===== src/rtl/spmv_mac_backend.sv =====
`default_nettype none
// ============================================================================
// Module   : spmv_mac_backend
// Purpose  : Row-accumulating multiply-accumulate back end for the sparse
//            matrix-vector engine. Takes (matrix value, vector value) beats
//            with a row-end marker. Emits one dot product per row, in row
//            order, through a show-ahead output FIFO.
// Ports    : Clk, Rst (sync, active-low)
//            start / num_rows      - job launch, row count sampled on start
//            in_*                  - beat stream (valid/ready, last, empty)
//            out_*                 - result stream (valid/ready, row, sum)
//            busy / done / ovf     - job status, done is a 1-cycle pulse,
//                                    ovf is sticky until the next start
// Revision : 1.0 - initial release
// ============================================================================
module spmv_mac_backend #(
    parameter int ACC_W      = 48,
    parameter int ROW_W      = 16,
    parameter int FIFO_DEPTH = 4
) (
    input  logic             Clk,
    input  logic             Rst,
    input  logic             start,
    input  logic [ROW_W-1:0] num_rows,
    input  logic             in_valid,
    output logic             in_ready,
    input  logic [31:0]      in_mval,
    input  logic [31:0]      in_vval,
    input  logic             in_last,
    input  logic             in_empty,
    output logic             out_valid,
    input  logic             out_ready,
    output logic [ROW_W-1:0] out_row,
    output logic [ACC_W-1:0] out_sum,
    output logic             busy,
    output logic             done,
    output logic             ovf
);

    localparam int c_PTR_W = (FIFO_DEPTH > 1) ? $clog2(FIFO_DEPTH) : 1;
    localparam int c_CNT_W = c_PTR_W + 1;
    localparam int c_CMP_W = ROW_W + c_CNT_W;

    localparam logic [1:0] c_IDLE  = 2'd0;
    localparam logic [1:0] c_RUN   = 2'd1;
    localparam logic [1:0] c_DRAIN = 2'd2;
    localparam logic [1:0] c_DONE  = 2'd3;

    logic [1:0]         r_state;
    logic [ROW_W-1:0]   r_num_rows;
    logic [ROW_W-1:0]   r_rows_acc;   // row-end beats accepted
    logic [ROW_W-1:0]   r_row_idx;    // rows written to the FIFO
    logic               r_s1_valid;
    logic               r_s1_last;
    logic [ACC_W-1:0]   r_s1_prod;
    logic [ACC_W-1:0]   r_acc;
    logic               r_ovf;

    logic [ROW_W-1:0]   r_mem_row [FIFO_DEPTH];
    logic [ACC_W-1:0]   r_mem_sum [FIFO_DEPTH];
    logic [c_PTR_W-1:0] r_wr_ptr;
    logic [c_PTR_W-1:0] r_rd_ptr;
    logic [c_CNT_W-1:0] r_count;

    logic               w_accept;
    logic               w_push;
    logic               w_pop;
    logic               w_room;
    logic [c_CNT_W-1:0] w_free;
    logic [ROW_W-1:0]   w_inflight;
    logic [ACC_W:0]     w_sum;

    // Row ends accepted but not yet written hold a reserved FIFO slot each,
    // so a write from stage 2 can never find the FIFO full.
    assign w_inflight = r_rows_acc - r_row_idx;
    assign w_free     = c_CNT_W'(FIFO_DEPTH) - r_count;
    assign w_room     = c_CMP_W'(w_free) > c_CMP_W'(w_inflight);

    assign in_ready   = (r_state == c_RUN) && (r_rows_acc < r_num_rows) && w_room;
    assign w_accept   = in_valid && in_ready;

    // Extra bit catches the carry-out that sets the sticky overflow flag.
    assign w_sum      = {1'b0, r_acc} + {1'b0, r_s1_prod};
    assign w_push     = r_s1_valid && r_s1_last;
    assign w_pop      = (r_count != '0) && out_ready;

    assign out_valid  = (r_count != '0);
    assign out_row    = out_valid ? r_mem_row[r_rd_ptr] : '0;
    assign out_sum    = out_valid ? r_mem_sum[r_rd_ptr] : '0;
    assign busy       = (r_state == c_RUN) || (r_state == c_DRAIN);
    assign done       = (r_state == c_DONE);
    assign ovf        = r_ovf;

    // FIFO storage carries no reset; the read side is masked by out_valid.
    always_ff @(posedge Clk) begin
        if (w_push) begin
            r_mem_row[r_wr_ptr] <= r_row_idx;
            r_mem_sum[r_wr_ptr] <= w_sum[ACC_W-1:0];
        end
    end

    always_ff @(posedge Clk) begin
        if (!Rst) begin
            r_state    <= c_IDLE;
            r_num_rows <= '0;
            r_rows_acc <= '0;
            r_row_idx  <= '0;
            r_s1_valid <= 1'b0;
            r_s1_last  <= 1'b0;
            r_s1_prod  <= '0;
            r_acc      <= '0;
            r_ovf      <= 1'b0;
            r_wr_ptr   <= '0;
            r_rd_ptr   <= '0;
            r_count    <= '0;
        end else begin
            // Stage 1: only the low ACC_W product bits reach the accumulator.
            r_s1_valid <= w_accept;
            if (w_accept) begin
                r_s1_last <= in_last;
                r_s1_prod <= in_empty ? '0
                           : ACC_W'({32'd0, in_mval} * {32'd0, in_vval});
            end
            if (w_accept && in_last) begin
                r_rows_acc <= r_rows_acc + 1'b1;
            end

            // Stage 2: accumulate, and close the row on a last beat.
            if (r_s1_valid) begin
                if (w_sum[ACC_W]) begin
                    r_ovf <= 1'b1;
                end
                if (r_s1_last) begin
                    r_acc     <= '0;
                    r_row_idx <= r_row_idx + 1'b1;
                end else begin
                    r_acc <= w_sum[ACC_W-1:0];
                end
            end

            if (w_push) begin
                r_wr_ptr <= r_wr_ptr + 1'b1;
            end
            if (w_pop) begin
                r_rd_ptr <= r_rd_ptr + 1'b1;
            end
            if (w_push && !w_pop) begin
                r_count <= r_count + 1'b1;
            end else if (!w_push && w_pop) begin
                r_count <= r_count - 1'b1;
            end

            // Placed last so the job-start clears take priority.
            case (r_state)
                c_IDLE: begin
                    if (start) begin
                        r_num_rows <= num_rows;
                        r_rows_acc <= '0;
                        r_row_idx  <= '0;
                        r_acc      <= '0;
                        r_ovf      <= 1'b0;
                        r_state    <= (num_rows == '0) ? c_DONE : c_RUN;
                    end
                end
                c_RUN: begin
                    if (r_row_idx == r_num_rows) begin
                        r_state <= c_DRAIN;
                    end
                end
                c_DRAIN: begin
                    if (r_count == '0) begin
                        r_state <= c_DONE;
                    end
                end
                default: begin
                    r_state <= c_IDLE;
                end
            endcase
        end
    end

endmodule
`default_nettype wire


===== config.mk =====
export PLATFORM = sky130hd
export DESIGN_NAME = spmv_mac_backend
export DESIGN_NICKNAME = d
export VERILOG_FILES = /design/src/rtl/spmv_mac_backend.sv
export SDC_FILE = /design/constraint.sdc
export NUM_CORES = 2
export LEC_CHECK = 0
export BUFFER_PORTS_ARGS = -buffer_cell sky130_fd_sc_hd__clkbuf_2
export CORE_MARGIN = 2
export CORE_UTILIZATION = 55
export DETAILED_ROUTE_END_ITERATION = 16
export MAX_ROUTING_LAYER = met4
export PLACE_DENSITY = 0.69
export SYNTH_ARGS = -nofsm -noshare
export SYNTH_HDL_FRONTEND = slang
export SYNTH_SLANG_ARGS = --single-unit

===== constraint.sdc =====
create_clock -name Clk -period 15.4 [get_ports Clk]
set_input_delay 2.31 -clock Clk [delete_from_list [all_inputs] [get_ports Clk]]
set_output_delay 2.31 -clock Clk [all_outputs]
set_load 0.05 [all_outputs]

==> reports/qor.csv <==
metric,value,unit
RSZ-0062 raised after global routing,no,
Area Overhead vs Synth,5.542,%
setup TNS,0,ns
"area leader, netlist",fa_1,
largest net degree at the start of global routing,68,
Final Hold Vio Count,0,
Crit Path Category,primary input to register,
Std-Cell Rows,107,
cts bufs inserted,35,
minimum clock period,10.02,ns
grt ovf,0,
initial antenna violation count,1,
YS warnings,0,
CP endpoint,r_s1_prod[44],
input/output buffers,155,
Final ANT Viol Nets,0,
R2R Setup Slk,10.21,ns
"Clk pin slew, worst setup/hold paths",0.07,ns
Worst Clk Skew,0.01448,ns
# DRC,0,
Worst setup SP type,primary input,
hold crit path type,register to register,
GRT Total Usage,28.15,%
Slew @ Worst Pin,1.139,ns
cts hold-fix bufs,0,
Slew headroom,23.80,%
crit path from,in_mval[12],
nets,5835,
number of synthesized flops with an enable pin,256,
first-pass GRT wire length,191000,um
largest cells by area after synthesis,"fa_1, edfxtp_1, and2_1, ha_1, dfxtp_1",
Avg Inst Size Synth,10.05,um^2
hold wc startpoint,r_s1_prod[25],
Setup-failing EPs final,0,
FMAX,99.76,MHz
origin of the critical flop-to-flop path,r_row_idx[0],
CTS max path bufs,3,
top fanout value on the critical path,32,
vias per std cell,5.539,
drt first pass iters,5,
fraction of layout cells with a size suffix above 1,6.967,%
via count,32496,
DRT iter0 DRCs,2292,
final slew viol count,0,
CTS tree,built,
post-synthesis cell area,47500,um^2
crit end category,register,
Routed WL per cell,19.99,um
CTS Root Cell,clkbuf_16,
commonest register cell after synthesis,edfxtp_1,
reg-to-reg endpoint,r_s1_prod[20],
Critical Path AT,10.48,ns
Syn Inst Count,4728,
"Req. time, crit path",15.85,ns
chip height,297.9,um
Die Footprint,88730,um^2
Yosys cell types,81,
I/O pins,156,
"Net Count, Synth",5867,
later-pin clock latency in the skew report,0.53,ns
Max-Cap Viols,0,
"Async S/R FF share, synth",0,%
DIE WIDTH,297.9,um
post-synthesis sequential area ratio,22.84,%
number of synthesized register bits,414,
routed wire length,117300,um
r2r worst-path depth,16,
core area,85410,um^2
Starting Density,55.61,%
Tcrit/Tclk final,65.09,%
CTS HTree Levels,2,
post-CTS sizing,0,
CTS sink cnt,414,
share of the synthesized area in the top cell type,32.96,%
Post-CTS Setup Bufs,0,
HPWL after DPL,88760,um
global placer's final weighted congestion,0.9122,
vias in the first global route,34355,
status,"complete, no violations",
## registers in the layout, indices dropped and copies added, names as in the netlist, 3 cells and up, named ones only
name and flops:
r_acc 48, r_num_rows 16, r_row_idx 16, r_mem_row 64, r_rows_acc 16, r_mem_sum 192
r_count 3, r_s1_prod 48
## area by class of cell
class                           count  area, um^2
Clock buffer                       40       904.6
Multi-Input combinational cell   3248       32650
Clock inverter                     23       279.0
Tap cell                         1144        1431
Antenna cell                        1       2.502
Timing Repair Buffer              176       933.4
Sequential cell                   414       10860
Fill cell                        7384       35280
Inverter                          821        3082
## worst max-delay path, stage by stage
cell and delay, ns:
clkbuf_2 0.55, and2_1 0.43, fa_1 0.45, fa_1 0.55
inv_1 0.07, fa_1 0.56, fa_1 0.45, fa_1 0.55
inv_1 0.05, fa_1 0.45, fa_1 0.52, fa_1 0.42
ha_1 0.38, nand4_1 0.19, nor2_1 0.19, o2111ai_1 0.13
o21ai_1 0.40, a41oi_1 0.29, o21a_1 0.29, a311oi_1 0.44
a31oi_1 0.18, xor2_1 0.16, or3_1 0.31, a21oi_1 0.14
## synthesized netlist by cell type (6+ instances only)
cell type,count
nand3b_1,6
o21bai_1,12
buf_1,10
a211oi_1,14
mux2i_1,6
or3_1,9
a21o_1,33
o2111ai_1,7
xnor2_1,100
dfxtp_1,158
clkbuf_1,229
nand4_1,27
o21a_1,16
a2111oi_0,6
nand2_1,514
a211o_1,8
edfxtp_1,256
and2_1,594
nand2b_1,22
nor3b_1,9
a21oi_1,195
mux4_2,64
nor2_1,150
nor3_1,37
xor2_1,64
nor4_1,13
a22o_1,14
nor2b_1,49
and3_1,17
ha_1,270
inv_1,819
o21ai_1,9
o21ai_0,69
fa_1,782
a31oi_1,8
nand3_1,36
## worst min path at each step
stage,end,slack [ns],cells past startpoint
final,r_s1_prod[25],0.47,2
after detailed placement,r_s1_prod[25],0.46,2
after floorplan,r_s1_prod[24],0.43,2
after global placement,r_s1_prod[25],0.46,2
after CTS,r_s1_prod[25],0.47,2
after global routing,r_s1_prod[39],0.49,2
## routing by layer
metal	share of wire (%)	vias up	GRT usage, %
met2	46	1113	43.68
met3	7.7	168	4.718
li1	-	14736	-
met5	0	-	-
met4	2.4	0	6.497
met1	44	16479	39.12
## kinds of logic (layout without fill, tap and decap cells)
kind of cell | Yosys count | count (layout) | synth area share, %
AND/OR/NAND/NOR | 1512 | 1512 | 16.44
multiplexers | 71 | 71 | 3.185
other | 0 | 1 | 0
buffers and inverters | 1066 | 1060 | 8.453
AO/OA/AOI/OAI | 449 | 449 | 5.982
XOR/XNOR | 164 | 164 | 3.024
adder cells (fa/ha/maj) | 1052 | 1052 | 40.07
flip-flops | 414 | 414 | 22.84
## cell usage in the layout (no fill, tap or decap), types with 13 or more instances in the layout
cell type,count
clkbuf_2,155
clkbuf_16,35
nand4_1,27
nor2b_1,48
nand2b_1,22
and3_1,13
nor2_1,150
nand2_1,513
ha_1,270
nor4_1,13
dfxtp_1,156
a22o_1,14
a21oi_1,195
buf_4,21
o21ai_0,69
a211oi_1,14
xor2_1,64
nor3_1,37
a21o_1,33
mux4_2,64
inv_1,819
xnor2_1,100
edfxtp_1,256
o21a_1,16
nand3_1,36
and2_1,594
fa_1,782
## per-stage QoR
stage          hold slack [ns]  instances  utilization (%)  worst slack, ns  instance area, um^2
2_1_floorplan           0.4315       4728                -            6.160                47500
3_3_place_gp            0.4555       5803            57.31            4.965                48950
3_5_place_dp            0.4591       5803            57.31            4.918                48950
4_1_cts                 0.4688       5866            58.69            5.474                50130
5_1_grt                 0.4932       5867            58.69            5.066                50130
6_report                0.4704       5867            58.69            5.376                50130
Power is not shown: default switching activity piles up to over one toggle a cycle in this logic, so the estimate is an artifact.
